`config.mk`:
```
export PLATFORM = sky130hd
export DESIGN_NAME = apb_clkdiv_gen
export DESIGN_NICKNAME = d
export VERILOG_FILES = /design/src/rtl/apb_clkdiv_gen.sv
export SDC_FILE = /design/constraint.sdc
export NUM_CORES = 1
export LEC_CHECK = 0
export BUFFER_PORTS_ARGS = -buffer_cell sky130_fd_sc_hd__buf_2
export CELL_PAD_IN_SITES_DETAIL_PLACEMENT = 2
export CELL_PAD_IN_SITES_GLOBAL_PLACEMENT = 2
export CORE_MARGIN = 4
export CORE_UTILIZATION = 37
export CTS_CLUSTER_DIAMETER = 30
export CTS_CLUSTER_SIZE = 20
export DETAILED_ROUTE_END_ITERATION = 12
export PLACE_DENSITY = 0.77
export SETUP_SLACK_MARGIN = 0.02
export SYNTH_ARGS = -nofsm -noshare
export SYNTH_HDL_FRONTEND = slang
export SYNTH_SLANG_ARGS = --single-unit
```
`constraint.sdc`:
```
create_clock -name HCLK -period 6.65 [get_ports HCLK]
set_input_delay 0 -clock HCLK [delete_from_list [all_inputs] [get_ports HCLK]]
set_output_delay 0 -clock HCLK [all_outputs]
set_load 0.05 [all_outputs]
```
`src/rtl/apb_clkdiv_gen.sv`:
```
// Counter-based clock divider fed by the APB divider register block; divisor updates land on period boundaries.
// Optional status outputs (active divisor, pending flag) are enabled with `define APB_CLKDIV_GEN_STATUS_EN.
module apb_clkdiv_gen #(
    parameter int                   DIV_WIDTH = 8,
    parameter logic [DIV_WIDTH-1:0] DIV_RESET = '0
) (
    input  logic                 HCLK,
    input  logic                 HRESETn,
    input  logic [DIV_WIDTH-1:0] div_i,
    input  logic                 div_valid_i,
    output logic                 div_ack_o,
    output logic                 clk_o,
`ifdef APB_CLKDIV_GEN_STATUS_EN
    output logic [DIV_WIDTH-1:0] active_div_o,
    output logic                 pending_o,
`endif
    output logic                 tick_o
);

    logic [DIV_WIDTH-1:0] r_div;
    logic [DIV_WIDTH-1:0] r_cnt;
    logic [DIV_WIDTH-1:0] r_pend;
    logic                 r_pv;
    logic                 r_clk;
    logic                 r_tick;
    logic                 r_ack;

    logic [DIV_WIDTH-1:0] w_eff;
    logic                 w_boundary;
    logic [DIV_WIDTH-1:0] w_nextDiv;
    logic [DIV_WIDTH-1:0] w_nextCnt;
    logic [DIV_WIDTH-1:0] w_nextPend;
    logic                 w_nextPv;
    logic                 w_nextAck;
    logic [DIV_WIDTH-1:0] w_nextEff;
    logic [DIV_WIDTH-1:0] w_nextHighStart;
    logic                 w_nextClk;
    logic                 w_nextTick;

    // Next-state logic; outputs are derived from the next cnt/N so they line up with the registered cnt.
    always_comb begin
        w_eff      = (r_div == DIV_WIDTH'(1)) ? DIV_WIDTH'(2) : r_div;
        w_boundary = (r_div != '0) && (r_cnt == w_eff - DIV_WIDTH'(1));
        w_nextDiv  = r_div;
        w_nextCnt  = r_cnt;
        w_nextPend = r_pend;
        w_nextPv   = r_pv;
        w_nextAck  = 1'b0;

        if (r_div == '0) begin
            if (div_valid_i) begin
                w_nextDiv = div_i;
                w_nextCnt = '0;
                w_nextPv  = 1'b0;
                w_nextAck = 1'b1;
            end
        end else if (w_boundary) begin
            w_nextCnt = '0;
            if (div_valid_i || r_pv) begin
                w_nextDiv = div_valid_i ? div_i : r_pend;
                w_nextPv  = 1'b0;
                w_nextAck = 1'b1;
            end
        end else begin
            w_nextCnt = r_cnt + DIV_WIDTH'(1);
            if (div_valid_i) begin
                w_nextPend = div_i;
                w_nextPv   = 1'b1;
            end
        end

        w_nextEff       = (w_nextDiv == DIV_WIDTH'(1)) ? DIV_WIDTH'(2) : w_nextDiv;
        w_nextHighStart = w_nextEff - (w_nextEff >> 1);
        w_nextClk       = (w_nextDiv != '0) && (w_nextCnt >= w_nextHighStart);
        w_nextTick      = (w_nextDiv != '0) && (w_nextCnt == w_nextHighStart);
    end

    always_ff @(posedge HCLK) begin
        if (!HRESETn) begin
            r_div  <= DIV_RESET;
            r_cnt  <= '0;
            r_pend <= '0;
            r_pv   <= 1'b0;
            r_clk  <= 1'b0;
            r_tick <= 1'b0;
            r_ack  <= 1'b0;
        end else begin
            r_div  <= w_nextDiv;
            r_cnt  <= w_nextCnt;
            r_pend <= w_nextPend;
            r_pv   <= w_nextPv;
            r_clk  <= w_nextClk;
            r_tick <= w_nextTick;
            r_ack  <= w_nextAck;
        end
    end

    assign clk_o     = r_clk;
    assign tick_o    = r_tick;
    assign div_ack_o = r_ack;
`ifdef APB_CLKDIV_GEN_STATUS_EN
    assign active_div_o = r_div;
    assign pending_o    = r_pv;
`endif

endmodule

```
* After elaboration in Yosys (flattened, before gate mapping)
Index checks and enable logic that the tools add are counted.
** Operators by class
- Add/subtract/negate cells :: 3
- Multiply operators :: 0
- Div/mod/pow operators :: 0
- $lt $le $gt $ge :: 1
- Eq/ne operators :: 6
- Shift-type cells :: 0
- Multiplexer cells :: 19
- Bitwise gates (word level) :: 2
- Reduce and logical (&&, ||, !) cells :: 10
** Operator list (number)
- two-way mux 8 bit :: 10
- equality test 8 x 1 -> 1 bit, second input constant :: 2
- equality test 8 bit :: 2
- nonzero test 8 bit :: 2
- two-way mux 1 bit :: 9
- adder 8 x 1 -> 8 bit, second input constant :: 1
- greater-or-equal comparator 8 bit :: 1
- logical NOT 8 bit :: 1
- subtractor 8 x 1 -> 8 bit, second input constant :: 1
- subtractor 8 x 7 -> 8 bit :: 1
- logical AND 1 bit :: 3
- inequality test 3 x 1 -> 1 bit, second input constant :: 1
- AND reduction 3 bit :: 1
- inequality test 2 bit, second input constant :: 1
- NOT 1 bit :: 2
- AND reduction 2 bit :: 1
- nonzero test 2 bit :: 1
- logical OR 1 bit :: 1
** Word-level totals
- Flip-flop bits (word level) :: 28
- Latch bits :: 0
- Memory bits (writable) :: 0
- Bits in read-only memories :: 0
- Output and inout port bits :: 3
- Memories kept :: 0

* Depth between registers and ports, before layout
Gate-level depths: netlist of the first run.
- Word-level depth :: 12
- Depth in mapped cells :: 25
- Depth with buffers taken out :: 24

* Worst setup path before layout of the first run
No wires, ideal clock.
- Path kind :: register -> register
- Start point :: register r_div[1]
- End point :: register r_clk (netlist: clk_o)
- Library setup time :: 0.119 ns
- Arrival :: 4.697 ns
- Setup slack :: 1.834 ns
- Stages on the path, launching flop included :: 25
- Path buffers :: 1
- Cell sequence :: dfxtp_1 inv_1 ha_1 or3b_1 o211ai_1 xnor2_1 nand4b_1 or2_1 buf_6 a32o_1 or2_2 ha_1 nand4_1 nand2_1 ha_1 o311ai_2 nand2b_1 o2111a_1 nor2_1 xor2_1 ha_1 a21o_1 a21o_1 a211oi_1 nor2_1
** Between the ends
- Longest elaborated chain between the ends :: 12
- Elaborated cells between the ends (all ways) :: 19
** RTL lines
- start: declaration :: line 20 : logic [DIV_WIDTH-1:0] r_div;
- start signal: assignment :: line 88 : r_div <= w_nextDiv;
- equality test 8 x 1 -> 1 bit :: line 42 : w_eff = (r_div == DIV_WIDTH'(1)) ? DIV_WIDTH'(2) : r_div;
- two-way mux 8 bit :: line 42
- subtractor 8 x 1 -> 8 bit :: line 43 : w_boundary = (r_div != '0) && (r_cnt == w_eff - DIV_WIDTH'(1));
- equality test 8 bit :: line 43
- logical AND 1 bit :: line 43
- two-way mux 8 bit :: line 57 : end else if (w_boundary) begin
- two-way mux 8 bit :: line 50 : if (r_div == '0) begin
- equality test 8 x 1 -> 1 bit :: line 72 : w_nextEff = (w_nextDiv == DIV_WIDTH'(1)) ? DIV_WIDTH'(2) : w_nextDiv;
- two-way mux 8 bit :: line 72
- subtractor 8 x 7 -> 8 bit :: line 73 : w_nextHighStart = w_nextEff - (w_nextEff >> 1);
- greater-or-equal comparator 8 bit :: line 74 : w_nextClk = (w_nextDiv != '0) && (w_nextCnt >= w_nextHighStart);
- logical AND 1 bit * :: line 74
- end signal: assignment :: line 92 : r_clk <= w_nextClk;
- end: declaration :: line 24 : logic r_clk;
Mark *: on every way between the ends. The rest lies on a longest branch, timed or not.
A chain may end at the register's enable or synchronous reset.

* Final worst setup path of the first run
Ends and elaborated chain as after synthesis.

==> summary.md, run 1 <==
| Metric | Value |
|---|---|
| Warnings from Yosys | 0 |
| Met1 usage | 24.94% |
| Max clock buf depth | 2 |
| Clk root buf | clkbuf_8 |
| H-Tree Depth | 1 |
| Area growth from synthesis to final layout | 13.22% |
| Reg2Reg Capture Point | clk_o |
| R2R Path Start | r_div[1] |
| M2 GR Usage | 33.31% |
| DR DRC count | 0 |
| Die area | 6865 um^2 |
| Initial antenna violation count | 0 |
| Nets | 299 |
| Avg Synthesized Cell Area | 8.497 um^2 |
| Crit path max fanout | 8 |
| Tmin final | 5.504 ns |
| Reg2reg path depth | 22 |
| Gr usage total | 18.90% |
| Starting Density | 39.34% |
| Clk_lat worst skew | 0.28 ns |
| Antenna diode count | 0 |
| Outcome | finished, final reports clean |
| Post-CTS Repair Setup Buffers | 0 |
| Buffers on Ports | 13 |
| DRT Pass-1 Iters | 4 |
| DRT iter0 DRCs | 95 |
| IO Count | 14 |
| Routed WL per cell | 18.56 um |
| Crit path buffers/inverters | 1 |
| Num rows | 26 |
| Routed wire length | 6.198 mm |
| Critical-path top delay cell | a222oi_1 |
| Setup-failing EPs final | 0 |
| WHS | 0.08726 ns |
| Final Slew Violations | 0 |
| Flops & latches, synth | 28 |
| Post-synth EDFFs | 0 |
| Largest net degree at the start of global routing | 19 |
| CTS sink cnt | 28 |
| CTS hold repair buffers | 8 |
| CP endpoint kind | flip-flop |
| Hold Path Stages | 3 |
| Max Cap Viol | 0 |
| Maximum achievable frequency | 181.7 MHz |
| Worst-Margin Slew | 0.6823 ns |
| Setup tns final | 0 ns |
| Setup Skew | 0.005887 ns |
| TritonCTS clock tree | built |
| Cells after synthesis | 244 |
| Post-cts resize count | 0 |
| CORE AREA | 5270 um^2 |
| Met3 usage | 2.178% |
| Die height | 82.86 um |
| Synth Flop Type | dfxtp_1 |
| GP Congestion | 0.9247 |
| GR peak layer | met2 |
| Fin crit share | 82.76% |
| CTS buffer count | 3 |
| Routed vias | 1,849 |
| Register area share after synthesis | 27.04% |
| Worst Hold End | r_pend[4] |
| Slew HR | 54.51% |
| CP arrival | 5.68 ns |
| Total gr overflow | 0 |
| Top delay family on crit path | compound AO/OA/AOI/OAI gates |
| Final ANT Viol Nets | 0 |
| Syn_nets | 278 |
| Critical path class | reg2reg |
| CP Data Required Time | 6.83 ns |
| Hold Startpoint | div_valid_i |
| Post-synth ARST share | 0% |
| Most frequent CP cell | ha_1 |
| Share of layout cells above drive strength 1 | 9.848% |
| CP cell instances | inv_1 -> ha_1 -> or3b_1 -> o211ai_1 -> xnor2_1 -> nand4b_1 -> or2_1 -> a222oi_1 -> ha_1 -> nand4_1 -> nand2_1 -> ha_1 -> o311ai_2 -> nand2b_1 -> o2111a_1 -> nor2_1 -> xor2_1 -> ha_1 -> a21o_1 -> a21o_1 -> a211oi_1 -> nor2_1 |
| CP max stage delay | 0.69 ns |
| R2R Setup Slk | 1.15 ns |
| Final instance area | 2347 um^2 |
| Worst Setup Start Kind | flip-flop |
| Unrepaired setup endpoints after global routing | false |
| Cell area after synthesis | 2073 um^2 |
| Routed vias/inst | 5.536 |
| Final Hold Vio Count | 0 |
| Reg clk slew, reported paths | 0.10 ns |
| Placed cell area | 2196 um^2 |
| DP HPWL | 4.830 mm |
| First-pass GRT wire length | 10.60 mm |
| Type of the most critical hold path | in2reg |
| Die span in x | 82.86 um |
| Vias in the first global route | 2,046 |
| Synth cell types | 53 |
## through the flow
| step | utilization (%) | setup WS [ns] | cells |
|---|---|---|---|
| after floorplan | - | 1.834 | 244 |
| after detailed placement | 41.67 | 1.154 | 322 |
| after global routing | 44.54 | 0.6640 | 334 |
| final | 44.54 | 1.146 | 334 |
| after global placement | 41.67 | 1.292 | 322 |
| after CTS | 44.54 | 1.113 | 334 |
## cell type report
cell class | count | area, um^2
fillers | 626 | 2923
multi-input cells | 196 | 1423
flip-flops and latches | 28 | 560.5
repair buffers | 22 | 152.6
well taps | 70 | 87.58
inverters | 14 | 52.55
clock buffers | 3 | 41.29
clock inverters | 1 | 30.03
## placed cells by master (no fill, tap or decap), types with 12 or more instances in the layout
| cell type | n |
|---|---|
| xnor2_1 | 12 |
| nor2_1 | 32 |
| dfxtp_1 | 28 |
| buf_2 | 13 |
| nand2_1 | 14 |
| o21ai_0 | 15 |
| inv_1 | 13 |
| ha_1 | 22 |
## synthesized netlist by cell type, types with 2 or more instances
cell type | instances | area share (%)
nor2b_1 | 4 | 1.2
dfxtp_1 | 28 | 27
mux2i_1 | 7 | 3.4
a222oi_1 | 4 | 1.9
a21oi_1 | 7 | 1.7
o21bai_1 | 2 | 0.72
nand2_1 | 14 | 2.5
xnor2_1 | 12 | 5.1
nor2_1 | 32 | 5.8
a32o_1 | 2 | 0.97
xor2_1 | 5 | 2.1
clkbuf_1 | 4 | 0.72
o211ai_1 | 2 | 0.72
nor3_1 | 5 | 1.2
o21ai_0 | 15 | 3.6
nand3_1 | 8 | 1.9
a21o_1 | 4 | 1.4
and3_1 | 4 | 1.2
inv_1 | 13 | 2.4
nand4_1 | 4 | 1.2
ha_1 | 22 | 13
nand2b_1 | 3 | 0.91
and2_1 | 8 | 2.4
o21ai_1 | 4 | 0.97
o31ai_1 | 2 | 0.72
buf_6 | 2 | 1.1
## worst max path at each step
stage,startpoint,to,slack [ns],cells past startpoint
3_5_place_dp,r_div[1],clk_o,1.15,22
4_1_cts,r_div[1],clk_o,1.11,22
5_1_grt,r_div[1],clk_o,0.66,22
3_3_place_gp,r_div[1],clk_o,1.29,22
2_1_floorplan,r_div[1],clk_o,1.83,24
6_report,r_div[1],clk_o,1.15,22
## cell families (layout without fill, tap and decap cells)
group	after synthesis	count (layout)	share of synthesized area, %
DFF	28	28	27.04
muxes	7	7	3.380
buffers and inverters	20	40	4.345
AOI/OAI and AO/OA	54	54	19.25
adders and majority gates	23	23	14.24
xor gates and xnor gates	17	17	7.182
and+or+nand+nor	95	95	24.56
## tightest hold or removal path, stage by stage
cell and delay [ns]:
buf_2 0.18, nand3_1 0.09, a21oi_1 0.06
## metal layers
layer	routed length, um	part of all wire [%]
met5	0	0
met4	58	0.94
met3	92	1.5
met2	3109	50
met1	2938	47
## registers in the layout (all words and copies together), names as in the netlist
| register | cells |
|---|---|
| div_ack_o | 1 |
| r_cnt | 8 |
| r_pend | 8 |
| tick_o | 1 |
| r_div | 8 |
| r_pv | 1 |
| clk_o | 1 |
Power of run 1 is left out: the tool's default activity adds up to more than one toggle a clock period on the data nets, which glitch-free logic cannot reach.
==> run 2: changes to the inputs <==
Settings changed: ABC_AREA set to 1, CORE_UTILIZATION 37 to 30, PLACE_DENSITY 0.77 to 0.73.
Clock period 6.65 ns to 4.75 ns, I/O delays scaled along.
==> run 2 against run 1 <==
Compared with the run above:
- setup slack worse by 0.83 ns
- non-clock buffer count is 13 higher
- die area is 40% higher
- global-route usage is 1.4 points lower
- first-iteration DRC count is 40% lower
- routed wire length is 41% higher
- utilization is 6.6 points lower
- synthesized cell count is 56% higher
- register-to-register slack worse by 0.83 ns
- largest cell class unchanged
==> summary.md, run 2 <==
| Metric | Value |
|---|---|
| R2R Setup Slk | 0.32 ns |
| Most common cell after layout, fill and taps aside | nand2_1 |
| Crit path max fanout | 7 |
| Fill cells | 981 |
| Footprint of the multi-input gates | 1738 um^2 |
| Critical-path top delay cell | dfxtp_4 |
| GP Congestion | 0.7763 |
| Reg area | 571.8 um^2 |
| Warnings from Yosys | 0 |
| Avg Synthesized Cell Area | 6.384 um^2 |
| Critical path class | reg2reg |
| TritonCTS clock tree | built |
| Worst Setup Start Kind | flip-flop |
| Buffers on Ports | 13 |
| Reg clk slew, reported paths | 0.11 ns |
| Post-synth EDFFs | 0 |
| Maximum achievable frequency | 225.8 MHz |
| Yosys top cell area share | 23.05% |
| Synth cell types | 40 |
| Fin crit share | 93.25% |
| First-pass GRT wire length | 13.72 mm |
| Nets | 447 |
| Antenna diode count | 0 |
| Registers with the most flip-flops | r_cnt (8), r_div (8), r_pend (8) |
| Syn_nets | 415 |
| CORE AREA | 7807 um^2 |
| Most frequent CP cell | nand2_1 |
| Routed vias | 2,599 |
| Final Hold Vio Count | 0 |
| Starting Density | 31.15% |
| Routed vias/inst | 5.056 |
| Worst-Margin Slew | 0.5837 ns |
| Setup-failing EPs final | 0 |
| Routed WL per cell | 16.96 um |
| Routed wire length | 8.718 mm |
| Outcome | finished, final reports clean |
| H-Tree Depth | 1 |
| Gr usage total | 17.46% |
| Cells after synthesis | 381 |
| Clk_lat worst skew | 0.29 ns |
| Cell area after synthesis | 2432 um^2 |
| IO Count | 14 |
| Synth area leaders | dfxtp_1 (23%), nand2_1 (12%), ha_1 (11%) |
| Most frequent cells in the layout | nand2_1 (75), inv_1 (49), nor2_1 (45) |
| Share of layout cells above drive strength 1 | 23.79% |
| Top delay family on crit path | simple AND/OR/NAND/NOR gates |
| Largest net degree at the start of global routing | 17 |
| Area growth from synthesis to final layout | 21.86% |
| CP arrival | 4.60 ns |
| Die area | 9613 um^2 |
| Crit path buffers/inverters | 9 |
| Most common cell in the netlist | nand2_1 |
| DRT Pass-1 Iters | 4 |
| Die span in x | 98.05 um |
| DRT iter0 DRCs | 57 |
| Clk root buf | clkbuf_8 |
| Max Cap Viol | 0 |
| Synth Flop Type | dfxtp_1 |
| Tmin final | 4.429 ns |
| Setup Skew | 0.008443 ns |
| Setup tns final | 0 ns |
| Final ANT Viol Nets | 0 |
| Vias in the first global route | 2,756 |
| CTS sink cnt | 28 |
| Flops & latches, synth | 28 |
| Synth area leader | dfxtp_1 |
| DP HPWL | 6.704 mm |
| CP endpoint kind | flip-flop |
| CP max stage delay | 0.40 ns |
| CTS buffer count | 3 |
| Initial antenna violation count | 0 |
| Die height | 98.05 um |
| Slew HR | 61.04% |
| CP Data Required Time | 4.92 ns |
| Final Slew Violations | 0 |
| Register area share after synthesis | 23.05% |
| Max clock buf depth | 2 |
| CTS hold repair buffers | 0 |
| DR DRC count | 0 |
| Type of the most critical hold path | in2reg |
| Total gr overflow | 0 |
| Synth cell count leaders | nand2_1 (78), inv_1 (55), nor2_1 (48), nand3_1 (30), dfxtp_1 (28) |
| Num rows | 32 |
| Post-synth ARST share | 0% |
[run 2: cell count changes in the layout (fill, tap and decap cells not counted), moves of 6 or more]
cell,change
dlygate4sd3_1,-8
inv_2,+8
xnor2_1,-9
nand3_1,+19
nor2_1,+13
and2_1,-8
a21oi_1,+14
nand2_1,+61
inv_1,+36
mux2i_1,-6
nand2_2,+15
buf_4,+21
[run 2: area by class of cell]
class | instances | area share [%]
inverters | 59 | 7.598
repair buffers | 35 | 7.767
flip-flops and latches | 28 | 19.29
clock inverters | 1 | 1.013
well taps | 102 | 4.306
multi-input cells | 286 | 58.63
clock buffers | 3 | 1.393
[run 2: layer usage]
| metal | track usage, % | up-vias | share of wire (%) |
|---|---|---|---|
| met3 | 1.571 | 6 | 1.9 |
| met1 | 21.86 | 1283 | 45 |
| met5 | 0 | - | 0 |
| li1 | - | 1287 | - |
| met2 | 32.62 | 23 | 52 |
| met4 | 3.088 | 0 | 0.73 |
[run 2: worst reg2reg max path: cells and delay by family (launching register included)]
kind / cells / cell delay (ns)
AND/OR/NAND/NOR: 17 / 1.44
adder cells (fa/ha/maj): 4 / 0.91
buffers and inverters: 9 / 0.73
AO/OA/AOI/OAI: 5 / 0.69
flip-flops: 1 / 0.40
XOR/XNOR: 1 / 0.18
[run 2: metrics by stage]
step / util, % / area, um^2 / instances / hold WS [ns] / worst slack (ns)
floorplan: - / 2432 / 381 / 0.1759 / 0.4710
global placement: 34.05 / 2659 / 497 / 0.3805 / -0.02210
detailed placement: 34.05 / 2659 / 497 / 0.3907 / -0.2534
CTS: 35.43 / 2766 / 501 / 0.06439 / 0.03267
global route: 37.96 / 2964 / 514 / 0.08937 / -0.09340
finish: 37.96 / 2964 / 514 / 0.07693 / 0.3205
[run 2: worst paths after layout]
kind / startpoint / endpoint / depth (start not counted)
max reg2reg: r_div[0] / clk_o / 36
max: r_div[0] / clk_o / 36
min reg2reg: r_pend[3] / r_pend[3] / 2
min: HRESETn / r_div[6] / 3
[run 2: kinds of logic (layout without fill, tap and decap cells)]
family | after synthesis | in the layout | share of synthesized area [%]
XOR/XNOR | 11 | 11 | 3.961
adder cells (fa/ha/maj) | 23 | 23 | 12.14
flip-flops | 28 | 28 | 23.05
AO/OA/AOI/OAI | 58 | 58 | 13.07
multiplexers | 1 | 1 | 0.4115
buffers and inverters | 67 | 98 | 10.55
AND/OR/NAND/NOR | 193 | 193 | 36.83
[run 2: timing repair]
item,CTS,global route
setup buffers,0,13
setup endpoints to repair,2,2
pin swaps,0,8
resized for setup,11,31
Power of run 2 is left out for the same reason.
